$ cat src/rtl/latch_seq_pkg.sv
// Shared types and constants for the latch bank write sequencer.
// The optional readback stage is enabled with the LATCH_READBACK_EN macro.
package latch_seq_pkg;

    typedef enum logic [2:0] {
        IDLE,
        SETUP,
        ENABLE,
        HOLD,
        CHECK,
        DONE
    } state_t;

    localparam int CNT_W = 4;

endpackage

$ cat src/rtl/latch_bank_write_sequencer_arbiter.sv
// Combinational round-robin arbiter: first requester at or after ptr_i wins.
module rr_arbiter
    import latch_seq_pkg::*;
#(
    parameter int NREQ = 4,
    parameter int IW   = $clog2(NREQ)
) (
    input  logic [NREQ-1:0] req_i,
    input  logic [IW-1:0]   ptr_i,
    output logic [NREQ-1:0] gnt_o,
    output logic [IW-1:0]   idx_o
);

    logic          found;
    logic [IW:0]   sum;
    logic [IW-1:0] j;

    // NOTE: every output and temporary gets a default first so no latch is inferred.
    always_comb begin
        gnt_o = '0;
        idx_o = '0;
        found = 1'b0;
        sum   = '0;
        j     = '0;
        for (int k = 0; k < NREQ; k++) begin
            sum = {1'b0, ptr_i} + (IW+1)'(k);
            if (sum >= (IW+1)'(NREQ)) begin
                sum = sum - (IW+1)'(NREQ);
            end
            j = sum[IW-1:0];
            if (!found && req_i[j]) begin
                found    = 1'b1;
                gnt_o[j] = 1'b1;
                idx_o    = j;
            end
        end
    end

endmodule

$ cat src/rtl/latch_bank_write_sequencer.sv
// Arbitrates NREQ writers onto one latch bank, sequencing setup / enable / hold.
// Define LATCH_READBACK_EN to add a one-cycle readback CHECK state before DONE.
module latch_bank_write_sequencer
    import latch_seq_pkg::*;
#(
    parameter int NREQ    = 4,
    parameter int DEPTH   = 8,
    parameter int WIDTH   = 8,
    parameter int AW      = 3,
    parameter int SETUP_C = 1,
    parameter int EN_C    = 2,
    parameter int HOLD_C  = 1
) (
    input  logic                   clk,
    input  logic                   rst_n,
    input  logic [NREQ-1:0]        req_i,
    input  logic [NREQ*AW-1:0]     addr_i,
    input  logic [NREQ*WIDTH-1:0]  wdata_i,
    output logic [NREQ-1:0]        gnt_o,
    output logic [NREQ-1:0]        ack_o,
    output logic                   err_o,
    output logic                   busy_o,
    output logic [WIDTH-1:0]       lat_d_o,
    output logic [DEPTH-1:0]       lat_en_o,
    input  logic [DEPTH*WIDTH-1:0] lat_q_i
);

    localparam int IW = $clog2(NREQ);

    state_t           state_q, state_d;
    logic [CNT_W-1:0] cnt_q, cnt_d;
    logic [IW-1:0]    ptr_q, ptr_d;
    logic [IW-1:0]    idx_q, idx_d;
    logic [AW-1:0]    addr_q, addr_d;
    logic [WIDTH-1:0] lat_d_q, lat_d_d;
    logic [DEPTH-1:0] lat_en_q, lat_en_d;
    logic [NREQ-1:0]  gnt_q, gnt_d;
    logic [NREQ-1:0]  ack_q, ack_d;
    logic             err_q, err_d;
    logic             flag_q, flag_d;

    logic [NREQ-1:0]  arb_gnt;
    logic [IW-1:0]    arb_idx;
    logic             addr_oor;

    rr_arbiter #(
        .NREQ (NREQ),
        .IW   (IW)
    ) u_arb (
        .req_i (req_i),
        .ptr_i (ptr_q),
        .gnt_o (arb_gnt),
        .idx_o (arb_idx)
    );

    assign addr_oor = 32'(addr_q) >= 32'(DEPTH);

`ifdef LATCH_READBACK_EN
    logic [WIDTH-1:0] rb_word;

    always_comb begin
        rb_word = '0;
        for (int e = 0; e < DEPTH; e++) begin
            if (32'(addr_q) == 32'(e)) begin
                rb_word = lat_q_i[e*WIDTH +: WIDTH];
            end
        end
    end
`else
    logic unused_lat_q;
    assign unused_lat_q = ^lat_q_i;
`endif

    always_comb begin
        state_d  = state_q;
        cnt_d    = cnt_q;
        ptr_d    = ptr_q;
        idx_d    = idx_q;
        addr_d   = addr_q;
        lat_d_d  = lat_d_q;
        lat_en_d = lat_en_q;
        flag_d   = flag_q;
        gnt_d    = '0;
        ack_d    = '0;
        err_d    = 1'b0;

        unique case (state_q)
            IDLE: begin
                if (|req_i) begin
                    gnt_d   = arb_gnt;
                    idx_d   = arb_idx;
                    addr_d  = addr_i[arb_idx*AW +: AW];
                    lat_d_d = wdata_i[arb_idx*WIDTH +: WIDTH];
                    flag_d  = 1'b0;
                    cnt_d   = CNT_W'(SETUP_C - 1);
                    state_d = SETUP;
                end
            end
            SETUP: begin
                if (cnt_q == '0) begin
                    // An out-of-range entry is never enabled; the write still runs its full timing.
                    lat_en_d = addr_oor ? '0 : ({{(DEPTH-1){1'b0}}, 1'b1} << addr_q);
                    flag_d   = addr_oor;
                    cnt_d    = CNT_W'(EN_C - 1);
                    state_d  = ENABLE;
                end else begin
                    cnt_d = cnt_q - 1'b1;
                end
            end
            ENABLE: begin
                if (cnt_q == '0) begin
                    lat_en_d = '0;
                    cnt_d    = CNT_W'(HOLD_C - 1);
                    state_d  = HOLD;
                end else begin
                    cnt_d = cnt_q - 1'b1;
                end
            end
            HOLD: begin
                if (cnt_q == '0) begin
`ifdef LATCH_READBACK_EN
                    state_d = CHECK;
`else
                    state_d = DONE;
`endif
                end else begin
                    cnt_d = cnt_q - 1'b1;
                end
            end
`ifdef LATCH_READBACK_EN
            CHECK: begin
                if (!flag_q && (rb_word != lat_d_q)) begin
                    flag_d = 1'b1;
                end
                state_d = DONE;
            end
`endif
            DONE: begin
                ack_d   = {{(NREQ-1){1'b0}}, 1'b1} << idx_q;
                err_d   = flag_q;
                ptr_d   = (idx_q == IW'(NREQ - 1)) ? '0 : idx_q + 1'b1;
                state_d = IDLE;
            end
            default: begin
                state_d = IDLE;
            end
        endcase
    end

    // NOTE: sequential state uses non-blocking assignments only.
    always_ff @(posedge clk) begin
        if (!rst_n) begin
            state_q  <= IDLE;
            cnt_q    <= '0;
            ptr_q    <= '0;
            lat_d_q  <= '0;
            lat_en_q <= '0;
            gnt_q    <= '0;
            ack_q    <= '0;
            err_q    <= 1'b0;
            flag_q   <= 1'b0;
        end else begin
            state_q  <= state_d;
            cnt_q    <= cnt_d;
            ptr_q    <= ptr_d;
            lat_d_q  <= lat_d_d;
            lat_en_q <= lat_en_d;
            gnt_q    <= gnt_d;
            ack_q    <= ack_d;
            err_q    <= err_d;
            flag_q   <= flag_d;
        end
    end

    // NOTE: capture registers are always written before use, so they carry no reset.
    always_ff @(posedge clk) begin
        idx_q  <= idx_d;
        addr_q <= addr_d;
    end

    assign gnt_o    = gnt_q;
    assign ack_o    = ack_q;
    assign err_o    = err_q;
    assign busy_o   = (state_q != IDLE);
    assign lat_d_o  = lat_d_q;
    assign lat_en_o = lat_en_q;

endmodule

$ cat config.mk
export PLATFORM = sky130hd
export DESIGN_NAME = latch_bank_write_sequencer
export DESIGN_NICKNAME = d
export VERILOG_FILES = /design/src/rtl/latch_seq_pkg.sv /design/src/rtl/latch_bank_write_sequencer_arbiter.sv /design/src/rtl/latch_bank_write_sequencer.sv
export SDC_FILE = /design/constraint.sdc
export NUM_CORES = 1
export LEC_CHECK = 0
export ABC_AREA = 1
export CAP_MARGIN = 20
export CORE_MARGIN = 8
export CORE_UTILIZATION = 62
export CTS_CLUSTER_SIZE = 8
export DETAILED_ROUTE_END_ITERATION = 6
export DONT_BUFFER_PORTS = 1
export GPL_ROUTABILITY_DRIVEN = 0
export PLACE_DENSITY = 0.75
export SYNTH_ARGS = -nofsm -noshare
export SYNTH_HDL_FRONTEND = slang
export SYNTH_SLANG_ARGS = --single-unit
$ cat constraint.sdc
create_clock -name clk -period 5.6 [get_ports clk]
set_input_delay 1.12 -clock clk [delete_from_list [all_inputs] [get_ports clk]]
set_output_delay 1.12 -clock clk [all_outputs]
set_load 0.01 [all_outputs]
==> run_results.csv <==
group,metric,value,unit
timing,fin_ws,2.637,ns
detailed_routing,dr_wl_met2,2.460,mm
power_and_ir_drop,seq_power_share,40.9,%
global_routing,grt_pass1_vias,2146,
clock_network,cts_tree,"built",
global_routing,grtUsageTotal,18.01,%
worst_setup_path,critical_path.max_fanout,26,
detailed_routing,num_vias,2283,
timing,tightestPinTransition,0.7148,ns
synthesis,ys_types,35,
detailed_routing,wl_per_cell,12.79,um
timing,max_slew_margin,52.29,%
detailed_routing,antenna_left,0,
min_path,hp-start,"cnt_q[3]$_SDFFE_PN0P_",
timing,setup_viol,0,
power_and_ir_drop,switching_power,0.4883,mW
timing,slew_viol_final,0,
placed_design,place_ws,2.640,ns
cells_and_area,drive_gt1_share,10.62,%
synthesis,yosysMostFrequentCell,"inv_1",
floorplanning,io_pins,140,
detailed_routing,routed.top_layer,"met4",
global_routing,antenna_found_initial,0,
clock_network,clkSlewWorstSetupHoldPaths,0.07,ns
worst_setup_path,startpoint_type,"register",
clock_network,hold_buffers,0,
synthesis,synth_common_cells,"80 x inv_1, 60 x nand3_1, 59 x nand2_1, 36 x nor2_1, 33 x dfxtp_1",
timing,max_freq,337.5,MHz
detailed_routing,wl_met1,2.597,mm
cells_and_area,nNetsFinal,507,
detailed_routing,met3_wirelength,490,um
timing,finalCriticalPeriod,2.963,ns
power_and_ir_drop,p_int,0.5962,mW
floorplanning,dieArea,0.006461,mm2
clock_network,clock_sinks,38,
clock_network,cts_max_level,2,
power_and_ir_drop,total_power,1.084,mW
worst_setup_path,startpoint,"ptr_q[0]$_SDFFE_PN0N_",
clock_network,clockBufferDepth,2,
clock_network,postCtsSetupBuffers,0,
synthesis,seq_area_frac_synth,31.55,%
detailed_routing,drc,0,
power_and_ir_drop,peakVddDrop,0.2176,mV
power_and_ir_drop,p_comb_share,42.5,%
cells_and_area,final_util,66.03,%
worst_setup_path,crit_slowest_cell,"dfxtp_1",
synthesis,synth_top_area_share,25.71,%
floorplanning,core_area,0.004000,mm2
placed_design,hpwl,4.342,mm
placed_design,port_buffers,0,
timing,fin_skew,0.006474,ns
timing,setup_tns,0,ns
cells_and_area,antennaDiodeCount,0,
synthesis,synth_nets,510,
flow_run,drv_cap,0,
global_routing,grt_pass1_wl,9.425,mm
clock_network,ctsResizeCount,0,
power_and_ir_drop,power_density,410.6,mW/mm2
worst_setup_path,max_stage_delay,0.73,ns
worst_setup_path,crit_buf_inv,3,
clock_network,cts_made_buffers,5,
clock_network,cts-root-buf,"clkbuf_8",
timing,rsz0062_at_grt,"false",
floorplanning,die_h,80.38,um
synthesis,synth-warning-count,0,
synthesis,syn_inst,388,
synthesis,synth_ff_type,"dfxtp_1",
cells_and_area,stdcell_area,0.002641,mm2
status,outcome,"completed",
worst_setup_path,critPathArrivalTime,3.00,ns
timing,whs,0.4617,ns
worst_setup_path,r2r-start,"ptr_q[0]$_SDFFE_PN0N_",
placed_design,postPlaceCellArea,0.002560,mm2
placed_design,dp_cells,428,
floorplanning,row_count,23,
synthesis,syn_area,0.002570,mm2
worst_setup_path,path_delay_family,"simple AND/OR/NAND/NOR gates",
power_and_ir_drop,swShare,45.03,%
synthesis,synth_area_leaders,"dfxtp_1 26%, inv_1 12%, nand3_1 12%, nand2_1 8.6%, edfxtp_1 5.8%",
global_routing,grt-ovfl-total,0,
min_path,worstHoldPathType,"register to register",
synthesis,async_reset_ff_share,0,%
detailed_routing,first_pass_iters,4,
detailed_routing,drtIter0Drc,135,
synthesis,synth_top_cell_by_area,"dfxtp_1",
worst_setup_path,cp-end-kind,"register",
detailed_routing,via_per_inst,5.236,
floorplanning,initial_utilization,64.25,%
power_and_ir_drop,clkPwrFrac,16.6,%
floorplanning,die_w,80.38,um
cells_and_area,instances_no_fill,436,
global_routing,grt_max_degree,27,
worst_setup_path,path_cells,"inv_8 > ha_1 > inv_1 > nand3_2 > nand2_4 > a21oi_1 > nand2_2 > nand2_4 > inv_1 > nor2_1 > o21ai_1",
synthesis,synth_edf_count,5,
worst_setup_path,cp_data_required_time,5.64,ns
cells_and_area,area_delta_synth_final,2.775,%
synthesis,ys_ff_latch,38,
synthesis,avgSynthCellArea,6.624,um2
clock_network,insertion_delay,0.29,ns
worst_setup_path,criticalPathCategory,"register to register",
power_and_ir_drop,leakage,1.352,nW
timing,finalHoldViolCount,0,
cells_and_area,fillers,375,
timing,fin_crit_sh,52.90,%
detailed_routing,wl,5.576,mm
worst register-to-register path: stages, from the launching register on:
cell and delay (ns):
dfxtp_1 0.73, inv_8 0.11, ha_1 0.40, inv_1 0.12
nand3_2 0.11, nand2_4 0.09, a21oi_1 0.18, nand2_2 0.24
nand2_4 0.38, inv_1 0.16, nor2_1 0.11, o21ai_1 0.08
power groups by stage:
| stage | logic (mW) | registers [mW] | clock network (mW) |
|---|---|---|---|
| after floorplan | 0.391 | 0.427 | 0 |
| after detailed placement | 0.461 | 0.451 | 0 |
| after CTS | 0.463 | 0.446 | 0.182 |
| final | 0.461 | 0.444 | 0.180 |
| after global routing | 0.534 | 0.457 | 0.197 |
| after global placement | 0.453 | 0.450 | 0 |
per-layer routing:
layer	vias up	GRT usage, %
li1	1208	-
met1	1003	22.45
met2	70	27.59
met3	2	7.478
met4	0	5.091
met5	-	0
logic make-up after synthesis:
kind of cell | Yosys count | synth area share [%]
buffers and inverters | 96 | 15.82
and+or+nand+nor | 194 | 37.63
DFF | 38 | 31.55
AOI/OAI and AO/OA | 50 | 10.61
other | 1 | 0.1459
xor gates and xnor gates | 1 | 0.3409
adders and majority gates | 8 | 3.895
layout make-up:
| class | instances | area (um2) | share of cell area [%] |
|---|---|---|---|
| repair buffers | 1 | 7.507 | 0.2842 |
| inverters | 85 | 326.6 | 12.36 |
| clock buffers | 6 | 72.57 | 2.748 |
| well taps | 50 | 62.56 | 2.369 |
| flip-flops and latches | 38 | 810.8 | 30.70 |
| clock inverters | 2 | 8.758 | 0.3316 |
| multi-input cells | 254 | 1353 | 51.21 |
sequential cells by signal (all words and copies together) (netlist names):
| signal | cells |
|---|---|
| ack_o | 4 |
| addr_q | 3 |
| cnt_q | 4 |
| gnt_o | 4 |
| idx_q | 2 |
| lat_d_o | 8 |
| lat_en_o | 8 |
| ptr_q | 2 |
| state_q | 3 |
placed cells by master (no fill, tap or decap), types with 4 or more instances in the layout:
cell type and instances:
nand3_1 60, ha_1 8, nand2_2 14, inv_1 80, clkbuf_8 5, nor3_1 6, nor2_1 36, o21ai_0 17
a21oi_1 21, dfxtp_1 33, nand2_1 59, nand2_4 6, edfxtp_1 5, a22oi_1 4
path summary, 6_finish.rpt:
check                                        endpoint  slack (ns)  depth (start not counted)
worst min register to register  cnt_q[3]$_SDFFE_PN0P_        0.46                          2
worst max-delay path              addr_q[0]$_DFFE_PP_        2.64                         11
worst min-delay path            cnt_q[3]$_SDFFE_PN0P_        0.46                          2
worst max register to register    addr_q[0]$_DFFE_PP_        2.64                         11
No activity file was read; power rests on OpenSTA's default activity.
